--- config.mk ---
export PLATFORM = sky130hd
export DESIGN_NAME = mem_arbiter_flat
export DESIGN_NICKNAME = d
export VERILOG_FILES = /design/src/rtl/mem_arbiter_if.sv /design/src/rtl/mem_arbiter.sv /design/src/flat_wrapper.sv
export SDC_FILE = /design/constraint.sdc
export NUM_CORES = 1
export LEC_CHECK = 0
export CAP_MARGIN = 20
export CORE_AREA = 2 2 268 270
export CTS_CLUSTER_SIZE = 10
export DETAILED_ROUTE_END_ITERATION = 10
export DIE_AREA = 0 0 270 272
export SYNTH_ARGS = -nofsm -noshare
export SYNTH_HDL_FRONTEND = slang
export SYNTH_SLANG_ARGS = --single-unit
--- constraint.sdc ---
create_clock -name clk -period 2.6 [get_ports clk]
set_input_delay 0.52 -clock clk [delete_from_list [all_inputs] [get_ports clk]]
set_output_delay 0.52 -clock clk [all_outputs]
set_load 0.005 [all_outputs]
--- src/rtl/mem_arbiter_if.sv ---
// Bundle between the fetch/cache miss ports, the arbiter and the main-memory bus.
// The arbiter takes the slave view; the requesters and memory take the master view.
interface mem_arbiter_if #(
  parameter int LINE_W = 128
);
  logic              icache_req;
  logic [15:0]       icache_addr;
  logic              icache_ack;
  logic [LINE_W-1:0] icache_line;

  logic              dcache_req;
  logic              dcache_we;
  logic [15:0]       dcache_addr;
  logic [LINE_W-1:0] dcache_wline;
  logic              dcache_ack;
  logic [LINE_W-1:0] dcache_line;

  logic              mem_en;
  logic              mem_we;
  logic [15:0]       mem_addr;
  logic [LINE_W-1:0] mem_wdata;
  logic [LINE_W-1:0] mem_rdata;

  logic              busy;

  modport slave (
    input  icache_req, icache_addr,
    input  dcache_req, dcache_we, dcache_addr, dcache_wline,
    input  mem_rdata,
    output icache_ack, icache_line,
    output dcache_ack, dcache_line,
    output mem_en, mem_we, mem_addr, mem_wdata,
    output busy
  );

  modport master (
    output icache_req, icache_addr,
    output dcache_req, dcache_we, dcache_addr, dcache_wline,
    output mem_rdata,
    input  icache_ack, icache_line,
    input  dcache_ack, dcache_line,
    input  mem_en, mem_we, mem_addr, mem_wdata,
    input  busy
  );
endinterface

--- src/rtl/mem_arbiter.sv ---
// Main-memory port: serves I/D line misses one at a time over a fixed-latency bus.
// state | meaning
// IDLE  | sampling requests, data side wins
// BUSY  | mem_en held, latency down-counter running
// DONE  | one-cycle ack to the granted source
module mem_arbiter #(
  parameter int MEM_LATENCY = 5,
  parameter int LINE_W      = 128
) (
  input  logic         clk,
  input  logic         reset,
  mem_arbiter_if.slave bus
);
  typedef enum logic [1:0] {IDLE, BUSY, DONE} state_t;

  localparam logic [3:0]        CNT_LOAD  = 4'(MEM_LATENCY - 1);
  localparam logic [LINE_W-1:0] LINE_ZERO = '0;

  state_t     state;
  logic [3:0] latCnt;
  logic       srcIsData;

  always_ff @(posedge clk or negedge reset) begin
    if (!reset) begin
      state           <= IDLE;
      latCnt          <= 4'd0;
      srcIsData       <= 1'b0;
      bus.mem_en      <= 1'b0;
      bus.mem_we      <= 1'b0;
      bus.mem_addr    <= 16'h0000;
      bus.mem_wdata   <= LINE_ZERO;
      bus.icache_ack  <= 1'b0;
      bus.dcache_ack  <= 1'b0;
      bus.icache_line <= LINE_ZERO;
      bus.dcache_line <= LINE_ZERO;
      bus.busy        <= 1'b0;
    end else begin
      case (state)
        IDLE: begin
          if (bus.dcache_req) begin
            state         <= BUSY;
            srcIsData     <= 1'b1;
            latCnt        <= CNT_LOAD;
            bus.mem_en    <= 1'b1;
            bus.mem_we    <= bus.dcache_we;
            bus.mem_addr  <= bus.dcache_addr;
            bus.mem_wdata <= bus.dcache_wline;
            bus.busy      <= 1'b1;
          end else if (bus.icache_req) begin
            state         <= BUSY;
            srcIsData     <= 1'b0;
            latCnt        <= CNT_LOAD;
            bus.mem_en    <= 1'b1;
            bus.mem_we    <= 1'b0;
            bus.mem_addr  <= bus.icache_addr;
            bus.mem_wdata <= LINE_ZERO;
            bus.busy      <= 1'b1;
          end
        end
        BUSY: begin
          if (latCnt != 4'd0) begin
            latCnt <= latCnt - 4'd1;
          end else begin
            state        <= DONE;
            bus.mem_en   <= 1'b0;
            bus.mem_we   <= 1'b0;
            bus.mem_addr <= 16'h0000;
            // mem_rdata is only valid on this final enable cycle; writebacks leave the line alone
            if (!bus.mem_we) begin
              if (srcIsData) bus.dcache_line <= bus.mem_rdata;
              else           bus.icache_line <= bus.mem_rdata;
            end
            if (srcIsData) bus.dcache_ack <= 1'b1;
            else           bus.icache_ack <= 1'b1;
          end
        end
        DONE: begin
          state          <= IDLE;
          bus.icache_ack <= 1'b0;
          bus.dcache_ack <= 1'b0;
          bus.busy       <= 1'b0;
        end
        default: begin
          state <= IDLE;
        end
      endcase
    end
  end
endmodule

--- src/flat_wrapper.sv ---
// flat-port wrapper written by rule: the top's interface ports become plain ports
module mem_arbiter_flat 
#(
  parameter int MEM_LATENCY = 5,
  parameter int LINE_W      = 128
)
  (clk, reset, bus_icache_req, bus_icache_addr, bus_dcache_req, bus_dcache_we, bus_dcache_addr, bus_dcache_wline, bus_mem_rdata, bus_icache_ack, bus_icache_line, bus_dcache_ack, bus_dcache_line, bus_mem_en, bus_mem_we, bus_mem_addr, bus_mem_wdata, bus_busy);
  mem_arbiter_if #(.LINE_W(LINE_W)) bus_i ();
  input  logic clk;
  input  logic reset;
  input wire logic [$bits(bus_i.icache_req)-1:0] bus_icache_req;
  input wire logic [$bits(bus_i.icache_addr)-1:0] bus_icache_addr;
  input wire logic [$bits(bus_i.dcache_req)-1:0] bus_dcache_req;
  input wire logic [$bits(bus_i.dcache_we)-1:0] bus_dcache_we;
  input wire logic [$bits(bus_i.dcache_addr)-1:0] bus_dcache_addr;
  input wire logic [$bits(bus_i.dcache_wline)-1:0] bus_dcache_wline;
  input wire logic [$bits(bus_i.mem_rdata)-1:0] bus_mem_rdata;
  output wire logic [$bits(bus_i.icache_ack)-1:0] bus_icache_ack;
  output wire logic [$bits(bus_i.icache_line)-1:0] bus_icache_line;
  output wire logic [$bits(bus_i.dcache_ack)-1:0] bus_dcache_ack;
  output wire logic [$bits(bus_i.dcache_line)-1:0] bus_dcache_line;
  output wire logic [$bits(bus_i.mem_en)-1:0] bus_mem_en;
  output wire logic [$bits(bus_i.mem_we)-1:0] bus_mem_we;
  output wire logic [$bits(bus_i.mem_addr)-1:0] bus_mem_addr;
  output wire logic [$bits(bus_i.mem_wdata)-1:0] bus_mem_wdata;
  output wire logic [$bits(bus_i.busy)-1:0] bus_busy;
  assign bus_i.icache_req = bus_icache_req;
  assign bus_i.icache_addr = bus_icache_addr;
  assign bus_i.dcache_req = bus_dcache_req;
  assign bus_i.dcache_we = bus_dcache_we;
  assign bus_i.dcache_addr = bus_dcache_addr;
  assign bus_i.dcache_wline = bus_dcache_wline;
  assign bus_i.mem_rdata = bus_mem_rdata;
  assign bus_icache_ack = bus_i.icache_ack;
  assign bus_icache_line = bus_i.icache_line;
  assign bus_dcache_ack = bus_i.dcache_ack;
  assign bus_dcache_line = bus_i.dcache_line;
  assign bus_mem_en = bus_i.mem_en;
  assign bus_mem_we = bus_i.mem_we;
  assign bus_mem_addr = bus_i.mem_addr;
  assign bus_mem_wdata = bus_i.mem_wdata;
  assign bus_busy = bus_i.busy;
  mem_arbiter #(.MEM_LATENCY(MEM_LATENCY), .LINE_W(LINE_W)) u_core (.clk(clk), .reset(reset), .bus(bus_i));
endmodule
==> summary.txt <==
STA
  • Fin crit share: 0.918
  • Fmax: roughly 420 MHz
  • Setup TNS: 0 ns
  • Fin. Hold Viols: 0
  • Worst Skew: between 0.015 and 0.02 ns
  • Slew HR: 0.394
  • Crit path time final: 2.39 ns
  • Final setup violation count: 0
  • RSZ-0062 raised after global routing: no
  • Worst-Margin Slew: around 0.9 ns
  • Final Max Slew Viols: 0
  • Hold slack: roughly 0.36 ns

Placement
  • Area post-placement: roughly 0.025 mm^2
  • I/O Buffers: about 700
  • Placer Congestion: 0.819
  • Post-DP HPWL: 42,100 um

Clocking
  • Clk_lat worst skew: around 0.56 ns
  • Clock Sinks: slightly above 400
  • Post-CTS repair timing setup buffer count: 0
  • Hold_buf cts: 1
  • Clock Tree Root: clkbuf_16
  • CTS Buf Count: 49
  • H-Tree Depth: 2
  • CTS tree: built
  • Register clock-pin slew on the reported worst setup and hold paths: around 0.06 ns
  • Clock Path Buffers: 3
  • PostCTS Resize Cnt: 0

Die
  • Initial core utilization: 0.233
  • Cell Rows: 98
  • Core footprint: just over 0.07 mm^2
  • Die outline width: 270 um
  • Die footprint: between 0.07 and 0.08 mm^2
  • IO Pins: between 600 and 700
  • Die height: roughly 270 um

Power and ir drop
  • Seq pwr share: 0.359
  • VDD IR-drop max: roughly 0.00082 V
  • P_int: roughly 21 mW
  • Psw: 9.21 mW
  • Static leakage: ~12 nW
  • Comb pwr share: 0.437
  • Sw frac: 0.300
  • Pwr per Cell Area: ~1200 mW/mm^2
  • Clock network power share: 0.204

Global routing
  • Vias in the first global route: about 13,000
  • Initial antenna violation count: 10
  • First-pass GRT wire length: approximately 84,000 um
  • Largest net degree at the start of global routing: roughly 140
  • Grt ovf: 0
  • GRT Total Usage: 0.148

Final layout
  • Layout cell share with drive strength beyond 1: 0.196
  • Fillers: around 7,000
  • Synthesis-to-finish area growth: 59.2%
  • Nets@finish: about 2,200
  • Final instance area: ~0.026 mm^2

Detailed routing
  • Routed len/inst: roughly 19 um
  • Vias: 12,300
  • Post-Route WL: between 50,000 and 60,000 um
  • Drt drc: 0
  • Drt first-iter violations: 530
  • Drt via density: approximately 4.2
  • First drt pass iteration count: 4
  • Antenna-violating nets left: 0

Job
  • Max_cap viols: 0

Worst setup path
  • Reg2reg end: u_core.bus.dcache_line[30]
  • R2R setup slack: 0.21 ns
  • Req. time, crit path: just over 3 ns
  • CP endpoint kind: register
  • Setup CP Type: reg2reg
  • CP arrival: 2.83 ns
  • Crit start category: register
  • Crit-path max FO: 20
  • R2r startpoint: u_core.latCnt[0]
  • Worst R2R Path Depth: 7

Synthesis
  • Flops & latches, synth: roughly 410
  • Cells after synthesis: roughly 1,200
  • Library cells used by synthesis: 33
  • Ys flop type: dfrtp_1
  • Mean Syn Cell Area: roughly 13 um^2
  • Top cells by area, synth: dfrtp_1 63%, mux2_4 11%, mux2_2 11%
  • Post-synth EDFFs: 0
  • Asr flop ratio synth: 1.00
  • Syn nets: approximately 1,500
  • Area fraction of the dominant cell type after synthesis: 0.625
  • Mapped cell area: approximately 0.016 mm^2
  • Yosys top cell by area: dfrtp_1
  • Yosys Warn Count: 0
  • Register area share after synthesis: 0.625

Worst hold path
  • WHS Endpoint: u_core.srcIsData
  • Worst hold start: bus_dcache_req
  • Hold WC Path Type: in2reg
  • Hold Path Depth: 3

Status
  • Status: complete, no violations
critical path, cell delays in order, from the launching register on:
cell and delay [ns]:
dfrtp_1 0.40, inv_1 0.07, ha_1 0.22, or3b_1 0.43
nor3_2 0.37, buf_12 0.24, buf_12 0.17, mux2_2 0.34
power groups by stage:
stage / Clock, mW / Combinational [mW] / Sequential (mW)
6_report: 6.24 / 13.4 / 11.0
5_1_grt: 6.75 / 14.4 / 11.4
4_1_cts: 6.49 / 13.7 / 11.0
3_5_place_dp: 0 / 13.6 / 11.1
3_3_place_gp: 0 / 13.4 / 11.0
2_1_floorplan: 0 / 5.13 / 11.1
routing by layer:
metal,vias to the layer above,global-route usage,share of wire
li1,5603,-,-
met4,4,0.0484,0.028
met1,6127,0.173,0.39
met3,84,0.0481,0.083
met5,-,0,0.00039
met2,519,0.257,0.49
registers in the layout (all words and copies together) (netlist names), 2 cells and up:
| register | cells |
|---|---|
| u_core.latCnt | 4 |
| u_core.state | 2 |
| u_core.bus.mem_addr | 16 |
| u_core.bus.dcache_line | 128 |
| u_core.bus.icache_line | 128 |
| u_core.bus.mem_wdata | 128 |
per-stage QoR:
stage               setup slack, ns  instances  utilization  power [mW]
CTS                           0.192       2916        0.371        31.2
finish                        0.214       2918        0.371        30.6
global route                 0.0798       2917        0.371        32.5
global placement              0.205       2848        0.351        24.4
detailed placement            0.120       2848        0.351        24.7
floorplan                     0.372       1236            -        16.2
synth_stat cells (3+ instances only):
cell type    n
nand3_1    130
buf_1        9
ha_1         6
buf_4        3
nor2_1      17
mux2i_1     21
clkbuf_1    39
mux2_2     154
buf_6       14
buf_2       14
dfrtp_1    412
mux2_4     120
a21oi_1      4
nand2_1    260
inv_1       10
cell families (layout without fill, tap and decap cells):
| logic type | count (synthesis) | count (layout) | synth area share |
|---|---|---|---|
| buffers and inverters | 89 | 819 | 0.0284 |
| multiplexers | 295 | 295 | 0.227 |
| adder cells (fa/ha/maj) | 6 | 6 | 0.00455 |
| other | 0 | 2 | 0 |
| AO/OA/AOI/OAI | 16 | 16 | 0.00713 |
| AND/OR/NAND/NOR | 418 | 418 | 0.107 |
| flip-flops | 412 | 412 | 0.625 |
cells in the final DEF, fill, tap and decap left out, drive strengths merged, types with 2 or more instances in the layout:
cell           count
mux2i             21
or3b               2
nor3               2
nor3b              2
diode              2
o211ai             2
nand3            130
mux2             274
buf               46
clkbuf            63
ha                 6
clkdlybuf4s50    695
nand2b             2
o21ai              3
dfrtp            412
inv               12
a21oi              4
a211oi             2
or3                2
nand2            260
nor2              17
cell type report:
class,count,area (um^2),share of cell area
diodes,2,5.00,0.000191
clock buffers,63,1350,0.0514
clock inverters,4,52.6,0.00200
well taps,950,1190,0.0453
repair buffers,742,7570,0.288
multi-input cells,735,5740,0.219
flip-flops and latches,412,10300,0.393
inverters,10,37.5,0.00143
worst max-delay path by stage:
stage / endpoint / cells after the start / slack [ns] / from
after floorplan: u_core.bus.mem_addr[10] / 7 / 0.37 / u_core.latCnt[0]
after detailed placement: u_core.bus.mem_addr[15] / 5 / 0.12 / bus_icache_req
after CTS: u_core.bus.dcache_line[116] / 7 / 0.19 / u_core.latCnt[0]
final: u_core.bus.dcache_line[30] / 7 / 0.21 / u_core.latCnt[0]
after global routing: u_core.bus.dcache_line[30] / 7 / 0.08 / u_core.latCnt[0]
after global placement: u_core.bus.mem_addr[15] / 5 / 0.20 / bus_icache_req
(Power assumes the default switching activity.)
==> edit 1, RTL diff (same flow settings) <==
`LINE_W` is set to 128 in 3 places; all go to 120.
--- a/src/rtl/mem_arbiter_if.sv
+++ b/src/rtl/mem_arbiter_if.sv
@@ -2,5 +2,5 @@
 // The arbiter takes the slave view; the requesters and memory take the master view.
 interface mem_arbiter_if #(
-  parameter int LINE_W = 128
+  parameter int LINE_W = 120
 );
   logic              icache_req;
--- a/src/rtl/mem_arbiter.sv
+++ b/src/rtl/mem_arbiter.sv
@@ -6,5 +6,5 @@
 module mem_arbiter #(
   parameter int MEM_LATENCY = 5,
-  parameter int LINE_W      = 128
+  parameter int LINE_W      = 120
 ) (
   input  logic         clk,
--- a/src/flat_wrapper.sv
+++ b/src/flat_wrapper.sv
@@ -3,5 +3,5 @@
 #(
   parameter int MEM_LATENCY = 5,
-  parameter int LINE_W      = 128
+  parameter int LINE_W      = 120
 )
   (clk, reset, bus_icache_req, bus_icache_addr, bus_dcache_req, bus_dcache_we, bus_dcache_addr, bus_dcache_wline, bus_mem_rdata, bus_icache_ack, bus_icache_line, bus_dcache_ack, bus_dcache_line, bus_mem_en, bus_mem_we, bus_mem_addr, bus_mem_wdata, bus_busy);
Interface: changed (5 resized); port bits go from 698 to 658. The function was not compared with the original's and may differ.
==> edit 1 against the unedited design <==
Sequential cell count down 24; non-clock buffer count down 43; synthesized area down 3.3%; die area unchanged; worst setup slack worse by 0.050 ns; total power down 1.1%; final area down 4.3%; synthesized cell count down 5.6%; routed wire length down 9.0%; maximum frequency down 2.0%; utilization down 1.6 points; critical path type unchanged; highest routed layer unchanged.
==> edit 1: results (changes against the unedited design) <==
Outcome
  • Status: finished clean

Power
  • P_leak: 11.64 nW (-2.8%)
  • P_sw: 9.095 mW (-1.2%)
  • Peak supply drop: 0.0007885 V (-4.4%)

Placement
  • Port bufs: 657 (-5.7%)
  • Placed cells: 2741 (-3.8%)
  • HPWL Detailed: 37130 microns (-12%)
  • Post-DP Area: 23730 sq um (-4.5%)
  • Dpl ws: 0.1182 ns (-0.001495 ns)
  • Gp weighted congestion: 0.7974 (-2.6%)

Global route
  • Vias in the first global route: 12671 (-3.8%)
  • First-pass GRT wire length: 78330 microns (-7.2%)
  • Largest net degree at the start of global routing: 123 (-8.9%)
  • Antenna violations before repair: 4 (-6)
  • GRT Total Usage: 13.51% (-1.3 points)

Yosys
  • Top cells by area, synth: dfrtp_1 61%, mux2_4 19%, nand2_1 5.8%
  • Synth unique cells: 38 (+15%)
  • Sequential area share after synthesis: 60.87% (-1.7 points)
  • Synthesized area per cell: 13.67 sq um (+2.5%)
  • Synthesis Warnings: 0 (unchanged)
  • Share of synthesized registers carrying an async set or reset: 100.0% (unchanged)
  • Synthesized Nets: 1450 (-5.5%)
  • Commonest cells in the netlist: 388 x dfrtp_1, 245 x nand2_1, 200 x mux2_4

Finish
  • Share of cells above drive strength 1: 19.87% (+0.24 points)
  • Fin cells: 2814 (-3.6%)
  • Fillers: 6882 (-0.26%)
  • Biggest regs: u_core.bus.dcache_line (120), u_core.bus.icache_line (120), u_core.bus.mem_wdata (120)
  • Nets: 2125 (-5.5%)

CTS
  • Root Driver: clkbuf_16
  • Clk slew on worst S/H paths: 0.05 ns
  • H-Tree Depth: 2 (unchanged)
  • Clock buffer count from CTS: 48 (-2.0%)
  • Clk_lat worst skew: 0.57 ns
  • Post CTS Setup Buffer Count: 0 (unchanged)
  • Bufs on Longest Clock Path: 3 (unchanged)

Routing
  • Pre-antenna DRT Iters: 4 (unchanged)
  • Iteration-0 DRC Markers: 414 (-22%)
  • Routed vias/inst: 4.133 (-2.2%)
  • WL/cell: 18.03 microns (-5.7%)

Setup path
  • Slowest CP cell: or3_4
  • Crit path DAT: 2.87 ns (+0.04 ns)
  • Crit-path max cell delay: 0.56 ns (+0.13 ns)
  • Crit Path Max Fanout: 21 (+5.0%)
  • Largest delay share family, worst path: simple AND/OR/NAND/NOR gates

Run
  • Max-Cap Viols: 0 (unchanged)

Timing
  • Worst-margin pin slew: 0.6576 ns (-0.2487 ns)
  • TNS Setup: 0 ns (unchanged)
  • Final clock skew: 0.01574 ns (+0.0003845 ns)

Hold path
  • Hold/Removal Path Class: primary input to flip-flop
## edit 1: cell count changes in the layout (fill, tap and decap cells not counted), sizes merged, moves of 3 or more
cell           change
mux2              -16
nand2             -15
nand3             -10
clkdlybuf4s50     -40
buf                -3
clkinv             +4
dfrtp             -24
a21oi              -3
## edit 1: worst paths after layout
check / start / to / slack [ns] / depth (start not counted)
min in group asynchronous: reset / u_core.bus.mem_wdata[14] / 0.52 / 2
min: bus_dcache_req / u_core.srcIsData / 0.38 / 3
min reg2reg: u_core.bus.mem_wdata[71] / u_core.bus.mem_wdata[71] / 0.46 / 2
max: u_core.latCnt[0] / u_core.bus.dcache_line[74] / 0.16 / 6
max reg2reg: u_core.latCnt[0] / u_core.bus.dcache_line[74] / 0.16 / 6
max in group asynchronous: reset / u_core.bus.icache_line[74] / 1.13 / 3
## edit 1: cell type report
type,instances,area [sq um],share of cell area (%)
Clock buffer,63,1328,5.284
Inverter,10,37.54,0.1494
Multi-Input combinational cell,695,5766,22.95
Antenna cell,2,5.005,0.01992
Timing Repair Buffer,699,7034,28.00
Clock inverter,7,56.30,0.2241
Tap cell,950,1189,4.731
Sequential cell,388,9709,38.65
## edit 1: cell families after synthesis
| family | count (synthesis) | share of synthesized area (%) |
|---|---|---|
| AO/OA/AOI/OAI | 16 | 0.7139 |
| adder cells (fa/ha/maj) | 6 | 0.4706 |
| buffers and inverters | 84 | 3.130 |
| AND/OR/NAND/NOR | 394 | 10.57 |
| flip-flops | 388 | 60.87 |
| multiplexers | 279 | 24.24 |
## edit 1: timing repair
item	CTS	global route
resized for setup	0	0
setup endpoints to repair	0	1
hold endpoints to repair	54	0
hold buffers	1	0
## edit 1: power by group through the flow
stage	clock, mW	combinational [mW]	sequential (mW)
after floorplan	0	5.38	10.7
after global placement	0	13.4	10.7
after detailed placement	0	13.7	10.8
after CTS	6.31	13.7	10.8
after global routing	6.57	14.5	11.1
final	6.07	13.5	10.8
## edit 1: layer usage
metal	vias up	global-route usage, %	part of all wire [%]
li1	5285	-	-
met1	5769	15.66	39
met2	490	23.28	49
met3	82	4.611	8.4
met4	4	4.591	3.0
met5	-	0	0.053
## edit 1: tightest hold or removal path, cell delays in order
cell	delay, ns
buf_4	0.23
nand2_1	0.10
nand2_1	0.04
==> edit 2, RTL diff (config.mk and constraints unchanged) <==
Made on the original files. Reset style: synchronous (`reset`), changed in one clocked block.
--- a/src/rtl/mem_arbiter.sv
+++ b/src/rtl/mem_arbiter.sv
@@ -21,5 +21,5 @@
   logic       srcIsData;
 
-  always_ff @(posedge clk or negedge reset) begin
+  always_ff @(posedge clk) begin
     if (!reset) begin
       state           <= IDLE;
Function: not settled (the Yosys comparison gave no result); the edit may change what the design does.
==> edit 2 against the unedited design <==
Final area decreased by 4.6%; global-route usage shrank 0.44 points; synthesized area decreased by 5.4%; worst setup slack improved by 0.026 ns; routed wire length fell by 0.44%; total power down 31%; utilization shrank 1.7 points; sequential power down 27%; sequential cell count stayed put; synthesized cell count grew 38%; critical path type unchanged.
==> edit 2: results (changes against the unedited design) <==
Routing
  • Routed vias/inst: 4.288 (+1.4%)
  • Pre-antenna DRT Iters: 5 (+1)
  • M1 WL: 21700 microns (-1.1%)
  • Iteration-0 DRC Markers: 674 (+27%)
  • Met2 wire length: 27410 microns (-0.65%)
  • Met3 wire len: 4678 microns (+0.69%)

Yosys
  • Synthesized Nets: 2007 (+31%)
  • Commonest cells in the netlist: 550 x nand2_1, 412 x dfxtp_1, 272 x mux2i_1
  • Synth unique cells: 39 (+18%)
  • Compound-Gate Fraction of Synth Area: 5.351% (+4.6 points)
  • Share of synthesized registers carrying an async set or reset: 0% (-100 points)
  • Synth Area in Adders: 0.4814% (+0.026 points)
  • Sequential area share after synthesis: 52.89% (-9.6 points)
  • Top cells by area, synth: dfxtp_1 53%, mux2i_1 17%, nand2_1 13%
  • Mux contribution to synthesized area: 18.61% (-4.1 points)

Finish
  • NonClk Buf Share: 29.73% (+0.89 points)
  • Register area: 8248 sq um (-20%)
  • Nets: 2652 (+18%)
  • Inverters: 7 (-3)
  • Multi-input logic portion of the cell area: 26.81% (+4.9 points)
  • Share of cells above drive strength 1: 5.103% (-15 points)
  • Clock buffer cells: 66 (+4.8%)
  • Fillers: 7147 (+3.6%)
  • Clock Network Area Fraction: 5.642% (+0.30 points)
  • Signal buffers: 732 (-1.3%)

Global route
  • Antenna violations before repair: 4 (-6)
  • M3 GR Usage: 4.840% (+0.026 points)
  • Grt met2 use: 25.57% (-0.16 points)
  • Global-route track usage on met1: 16.07% (-1.3 points)
  • First-pass GRT wire length: 85040 microns (+0.78%)
  • Vias in the first global route: 14606 (+11%)

Placement
  • HPWL Detailed: 40670 microns (-3.4%)
  • Post-DP Area: 23620 sq um (-4.9%)

Setup path
  • Crit Path Max Fanout: 74 (+270%)
  • Crit path DAT: 2.78 ns (-0.05 ns)
  • Slowest CP cell: or4_4
  • Crit-path max cell delay: 0.50 ns (+0.07 ns)

Outcome
  • Status: finished clean

Timing
  • Worst-margin pin slew: 1.134 ns (+0.2276 ns)

Power
  • P_leak: 9.563 nW (-20%)
  • Sequential logic power: 7.99 mW (-27%)
  • Peak supply drop: 0.0004771 V (-42%)
  • Internal power consumption: 14.64 mW (-32%)
[edit 2: per-stage QoR]
stage	total power, mW	hold slack, ns	cells	util, %	setup slack (ns)
finish	21.09	0.3052	3323	35.39	0.2399
global route	22.21	0.2947	3322	35.38	0.1333
CTS	21.41	0.2627	3321	35.38	0.2819
detailed placement	15.01	0.4439	3252	33.38	0.2929
global placement	14.85	0.4375	3252	33.38	0.3946
floorplan	11.34	0.4481	1708	-	0.6224
[edit 2: path summary, 6_finish.rpt]
| path | start | cells after the start | slack [ns] | endpoint |
|---|---|---|---|---|
| setup reg to reg | u_core.latCnt[0] | 6 | 0.24 | u_core.bus.icache_line[69] |
| hold reg to reg | u_core.bus.mem_wdata[121] | 2 | 0.45 | u_core.bus.mem_wdata[121] |
| hold / removal | bus_dcache_req | 3 | 0.31 | u_core.bus.mem_wdata[67] |
| setup / recovery | u_core.latCnt[0] | 6 | 0.24 | u_core.bus.icache_line[69] |
